===== config.mk =====
export PLATFORM = sky130hd
export DESIGN_NAME = traffic_density_estimator
export DESIGN_NICKNAME = d
export VERILOG_FILES = /design/src/rtl/traffic_pkg.sv /design/src/rtl/lane_vehicle_counter.sv /design/src/rtl/traffic_density_estimator.sv
export SDC_FILE = /design/constraint.sdc
export NUM_CORES = 1
export LEC_CHECK = 0
export ABC_AREA = 1
export CAP_MARGIN = 20
export CORE_MARGIN = 2
export CORE_UTILIZATION = 62
export DETAILED_ROUTE_END_ITERATION = 10
export GPL_TIMING_DRIVEN = 0
export PLACE_DENSITY = 0.83
export SYNTH_ARGS = -nofsm -noshare
export SYNTH_HDL_FRONTEND = slang
export SYNTH_SLANG_ARGS = --single-unit

===== constraint.sdc =====
create_clock -name clk -period 4.4 [get_ports clk]
set_clock_uncertainty 0.2 [all_clocks]
set_input_delay 1.32 -clock clk [delete_from_list [all_inputs] [get_ports clk]]
set_output_delay 1.32 -clock clk [all_outputs]
set_load 0.005 [all_outputs]

===== src/rtl/traffic_pkg.sv =====
// Shared definitions for the traffic density estimator: level codes, lane
// indices and the threshold quantiser used by every lane.
package traffic_pkg;

  typedef enum logic [1:0] {
    LVL_NONE = 2'b00,
    LVL_LOW  = 2'b01,
    LVL_MED  = 2'b10,
    LVL_HIGH = 2'b11
  } level_t;

  localparam int DIR_N = 0;
  localparam int DIR_S = 1;
  localparam int DIR_E = 2;
  localparam int DIR_W = 3;

  function automatic level_t quant(input int x, input int th_low, input int th_med,
                                   input int th_high);
    if (x >= th_high) return LVL_HIGH;
    if (x >= th_med)  return LVL_MED;
    if (x >= th_low)  return LVL_LOW;
    return LVL_NONE;
  endfunction

endpackage


===== src/rtl/lane_vehicle_counter.sv =====
// One approach lane: 2-flop synchroniser, debounce, rising-edge vehicle strobe
// and a saturating per-window vehicle counter with overflow flag.
module lane_vehicle_counter #(
  parameter int DEBOUNCE_CYC = 8,
  parameter int CNT_W        = 8
) (
  input  logic             clk,
  input  logic             reset_n,
  input  logic             det,
  input  logic             win_end,
  output logic [CNT_W-1:0] count_at_end,
  output logic             ovf_at_end
);

  localparam int              DW        = $clog2(DEBOUNCE_CYC + 1);
  localparam logic [CNT_W-1:0] CNT_MAX  = '1;
  localparam logic [DW-1:0]   DCNT_LAST = DW'(DEBOUNCE_CYC - 1);

  logic [1:0]       sync_p;
  logic             sync;
  logic             deb;
  logic [DW-1:0]    dcnt;
  logic             veh_evt;
  logic [CNT_W-1:0] vcnt;
  logic [CNT_W-1:0] vcnt_next;
  logic             vcnt_full;
  logic             ovf_pend;

  function automatic logic [CNT_W-1:0] sat_inc(input logic [CNT_W-1:0] x, input logic inc);
    if (inc && (x != CNT_MAX)) return x + 1'b1;
    return x;
  endfunction

  assign sync      = sync_p[1];
  // The strobe fires in the cycle whose closing edge accepts the new high level.
  assign veh_evt   = sync & ~deb & (dcnt == DCNT_LAST);
  assign vcnt_full = (vcnt == CNT_MAX);
  assign vcnt_next = sat_inc(vcnt, veh_evt);

  assign count_at_end = vcnt_next;
  assign ovf_at_end   = ovf_pend | (veh_evt & vcnt_full);

  // Synchroniser and debounce
  always_ff @(posedge clk or negedge reset_n) begin
    if (!reset_n) begin
      sync_p <= '0;
      deb    <= 1'b0;
      dcnt   <= '0;
    end else begin
      sync_p <= {sync_p[0], det};
      if (sync == deb) begin
        dcnt <= '0;
      end else if (dcnt == DCNT_LAST) begin
        deb  <= sync;
        dcnt <= '0;
      end else begin
        dcnt <= dcnt + 1'b1;
      end
    end
  end

  // Window accumulation
  always_ff @(posedge clk or negedge reset_n) begin
    if (!reset_n) begin
      vcnt     <= '0;
      ovf_pend <= 1'b0;
    end else if (win_end) begin
      vcnt     <= '0;
      ovf_pend <= 1'b0;
    end else begin
      vcnt <= vcnt_next;
      if (veh_evt && vcnt_full) ovf_pend <= 1'b1;
    end
  end

endmodule


===== src/rtl/traffic_density_estimator.sv =====
// Four-lane traffic density estimator: per-window vehicle counts quantised with
// downward hysteresis into registered 2-bit density levels.
module traffic_density_estimator
  import traffic_pkg::*;
#(
  parameter int WINDOW_CYC   = 6000,
  parameter int DEBOUNCE_CYC = 8,
  parameter int CNT_W        = 8,
  parameter int TH_LOW       = 3,
  parameter int TH_MED       = 8,
  parameter int TH_HIGH      = 15,
  parameter int HYST         = 1
) (
  input  logic       clk,
  input  logic       reset_n,
  input  logic       det_north,
  input  logic       det_south,
  input  logic       det_east,
  input  logic       det_west,
  output logic [1:0] sensor_north,
  output logic [1:0] sensor_south,
  output logic [1:0] sensor_east,
  output logic [1:0] sensor_west,
  output logic       sample_valid,
  output logic [3:0] cnt_overflow
);

  localparam int              WW       = (WINDOW_CYC > 2) ? $clog2(WINDOW_CYC) : 1;
  localparam logic [WW-1:0]   WIN_LAST = WW'(WINDOW_CYC - 1);
  localparam logic [CNT_W:0]  HYST_EXT = (CNT_W + 1)'(HYST);

  logic [WW-1:0] win_cnt;
  logic          win_end;
  logic [3:0]    det_vec;
  level_t        lvl      [4];
  level_t        lvl_next [4];
  logic [3:0]    ovf_next;
  logic [3:0]    ovf_p1;
  logic          vld_p1;

  function automatic level_t next_level(input level_t cur, input level_t raw,
                                        input level_t down);
    if (raw > cur)  return raw;
    if (down < cur) return down;
    return cur;
  endfunction

  assign win_end = (win_cnt == WIN_LAST);
  assign det_vec = {det_west, det_east, det_south, det_north};

  for (genvar i = 0; i < 4; i++) begin : g_lane
    logic [CNT_W-1:0] cnt;
    logic             ovf;
    logic [CNT_W:0]   cnt_hyst;

    lane_vehicle_counter #(
      .DEBOUNCE_CYC (DEBOUNCE_CYC),
      .CNT_W        (CNT_W)
    ) u_lane (
      .clk          (clk),
      .reset_n      (reset_n),
      .det          (det_vec[i]),
      .win_end      (win_end),
      .count_at_end (cnt),
      .ovf_at_end   (ovf)
    );

    // One extra bit so the hysteresis sum never wraps past a saturated count.
    assign cnt_hyst    = {1'b0, cnt} + HYST_EXT;
    assign lvl_next[i] = next_level(lvl[i],
                                    quant(int'(cnt), TH_LOW, TH_MED, TH_HIGH),
                                    quant(int'(cnt_hyst), TH_LOW, TH_MED, TH_HIGH));
    assign ovf_next[i] = ovf;
  end

  // Window end -> registered outputs
  always_ff @(posedge clk or negedge reset_n) begin
    if (!reset_n) begin
      win_cnt <= '0;
      vld_p1  <= 1'b0;
      ovf_p1  <= '0;
      for (int i = 0; i < 4; i++) lvl[i] <= LVL_NONE;
    end else begin
      win_cnt <= win_end ? '0 : win_cnt + 1'b1;
      vld_p1  <= win_end;
      if (win_end) begin
        ovf_p1 <= ovf_next;
        for (int i = 0; i < 4; i++) lvl[i] <= lvl_next[i];
      end
    end
  end

  assign sensor_north = lvl[DIR_N];
  assign sensor_south = lvl[DIR_S];
  assign sensor_east  = lvl[DIR_E];
  assign sensor_west  = lvl[DIR_W];
  assign sample_valid = vld_p1;
  assign cnt_overflow = ovf_p1;

endmodule


==> results.sh <==
export IMPL_rsz0062_at_grt="false"
export IMPL_internal_power_mw=1.858
export IMPL_grt_max_degree=69
export IMPL_slew_headroom=0.4978
export IMPL_ios=19
export IMPL_maxCapViolations=0
export IMPL_insertion_delay_ns=0.37
export IMPL_end_kind="register"
export IMPL_swShare=0.4305
export IMPL_syn_avg_cell_area_sq_um=7.429
export IMPL_clockBufferDepth=2
export IMPL_place_area_sq_um=6411
export IMPL_hold_viol_final=0
export IMPL_first_pass_iters=5
export IMPL_cts_hold_fix_buffers=0
export IMPL_post_route_util=0.6937
export IMPL_p_per_area_nw_per_um2=490.3
export IMPL_drive_above_1_share=0.1215
export IMPL_outcome="completed"
export IMPL_port_buffers=18
export IMPL_via_per_inst=5.370
export IMPL_hpwl_microns=9232
export IMPL_initial_core_util=0.6295
export IMPL_pwr_share_clk=0.211
export IMPL_post_route_period_util=0.8173
export IMPL_finalCriticalPeriod_ns=3.596
export IMPL_dieArea_sq_um=10550
export IMPL_placedCellCount=965
export IMPL_wl_microns=12450
export IMPL_rows=36
export IMPL_power_mw=3.263
export IMPL_die_x_microns=102.7
export IMPL_start_kind="register"
export IMPL_max_freq_mhz=278.1
export IMPL_cts_root_buf="clkbuf_8"
export IMPL_core_area_sq_um=9594
export IMPL_tightest_slew_ns=0.7532
export IMPL_fin_nets=882
export IMPL_critPathMaxFanout=5
export IMPL_routed_via_count=5268
export IMPL_synth_seq_area_share=0.3729
export IMPL_netlist_area_sq_um=6040
export IMPL_path_class="register to register"
export IMPL_cp_required_ns=4.47
export IMPL_synthCells=813
export IMPL_grt_remaining_overflow=0
export IMPL_cts_htree_levels=3
export IMPL_syn_to_final_growth_pct=10.19
export IMPL_cts_setup_buffers=0
export IMPL_final_cells=981
export IMPL_grt_pass1_wl_microns=21070
export IMPL_cts_tree="built"
export IMPL_pwr_share_seq=0.330
export IMPL_synth_seq_cells=90
export IMPL_layout_commonest_cell="nand2_1"
export IMPL_ys_warn_count=0
export IMPL_cts_sinks=90
export IMPL_design_area_sq_um=6655
export IMPL_vdd_ir_drop_max_uv=279.1
export IMPL_final_cell_mix="nand2_1 (210), inv_1 (105), dfrtp_1 (90)"
export IMPL_finalSetupViolCount=0
export IMPL_place_congestion=0.8532
export IMPL_first_global_vias=4911
export IMPL_p_comb_frac=0.459
export IMPL_drv_slew=0
export IMPL_diodes=0
export IMPL_drtIter0Drc=230
export IMPL_ctsResizeCount=0
export IMPL_leakage_nw=3.501
export IMPL_syn_nets=852
export IMPL_switching_power_mw=1.405
export IMPL_die_h_microns=102.7
export IMPL_clk_pin_slew_ns=0.09
export IMPL_track_usage=0.2536
export IMPL_wl_per_cell_microns=12.69
export IMPL_hold_path_class="register to register"
export IMPL_yosysUniqueCellTypes=43
export IMPL_cts_buffers=9
export IMPL_antenna_found_initial=0
export IMPL_ant_nets=0
export IMPL_drc=0
export IMPL_worstPathArrival_ns=3.66
==> cell type report <==
class                      count  area [sq um]
sequential                    90          2252
inverter                     121         455.4
buffer                         6         22.52
clock buffer                  12         145.1
clock inverter                 4         98.84
fill                         753          2939
timing repair buffer          19         205.2
tap                          133         166.4
multi-input combinational    596          3309
==> worst paths after layout <==
| kind | from | endpoint | slack, ns | cells past startpoint |
|---|---|---|---|---|
| setup / recovery | g_lane[1].u_lane.vcnt[0] | sensor_south[1] | 0.80 | 17 |
| hold / removal | g_lane[3].u_lane.sync_p[0] | g_lane[3].u_lane.sync_p[1] | 0.17 | 0 |
| setup reg to reg | g_lane[1].u_lane.vcnt[0] | sensor_south[1] | 0.80 | 17 |
| hold reg to reg | g_lane[3].u_lane.sync_p[0] | g_lane[3].u_lane.sync_p[1] | 0.17 | 0 |
| max in group asynchronous | reset_n | sample_valid | 2.72 | 2 |
| min in group asynchronous | reset_n | cnt_overflow[0] | 0.64 | 1 |
==> state kept, by name (all words and copies together) (netlist names), 4 cells and up <==
signal                  cells
cnt_overflow                4
g_lane.u_lane.dcnt         16
g_lane.u_lane.deb           4
g_lane.u_lane.ovf_pend      4
g_lane.u_lane.sync_p        8
g_lane.u_lane.vcnt         32
win_cnt                    13
==> synthesized netlist by cell type (all sizes together) <==
cell	count	area share
a21oi	28	0.028
a21boi	2	0.0025
nand3b	6	0.0075
o21a	3	0.0037
nor3b	1	0.0012
nor4	2	0.0021
nand4	20	0.021
o21bai	3	0.0037
o211ai	1	0.0012
xnor2	5	0.0073
nor2	107	0.090
nand2	244	0.17
a31o	1	0.0015
nand3	74	0.068
o21ai	32	0.030
a22oi	1	0.0012
or2	2	0.0021
xor2	13	0.020
buf	1	0.00062
clkbuf	5	0.0031
ha	33	0.068
and2	1	0.0010
dfrtp	90	0.37
nor3	10	0.0083
a31oi	4	0.0041
clkinv	3	0.0021
inv	118	0.073
a211oi	3	0.0037
==> through the flow <==
step	setup slack (ns)	hold WS, ns	setup TNS (ns)
2_1_floorplan	1.343	0.1312	0
5_1_grt	0.4357	0.1825	0
6_report	0.8040	0.1661	0
4_1_cts	0.8599	0.1683	0
3_3_place_gp	-1.409	0.1335	-126.00
3_5_place_dp	0.8825	0.1365	0
==> power by group through the flow <==
stage | registers [mW] | clock network [mW] | logic (mW)
finish | 1.08 | 0.690 | 1.50
global route | 1.09 | 0.736 | 1.73
floorplan | 1.06 | 0 | 1.20
detailed placement | 1.09 | 0 | 1.48
CTS | 1.07 | 0.700 | 1.49
global placement | 1.08 | 0 | 1.36
==> metal layers <==
metal,global-route usage,share of wire
met1,0.3017,0.44
met2,0.4530,0.51
met3,0.05559,0.035
met4,0.08821,0.018
met5,0,0
==> kinds of logic (layout without fill, tap and decap cells) <==
group                      Yosys count  in the layout  synth area share
and+or+nand+nor                    467            467            0.3733
buffers and inverters              127            162           0.07914
DFF                                 90             90            0.3729
AOI/OAI and AO/OA                   78             78           0.07893
adders and majority gates           33             33           0.06837
xor gates and xnor gates            18             18           0.02735
==> worst max-delay path, cell delays in order, from the launching register on <==
cell     delay [ns]
dfrtp_1        0.42
ha_1           0.25
nand2_2        0.10
nor3_1         0.28
nand3_1        0.11
nand2_1        0.16
inv_1          0.08
nor4_1         0.31
o21ai_0        0.14
a21oi_1        0.22
ha_1           0.19
nor2_1         0.04
o21ai_0        0.49
nand3_1        0.22
nand2_1        0.12
nand2_1        0.06
nand2_1        0.06
nand2_1        0.05
Note: power is estimated with default switching activity, not from simulation.
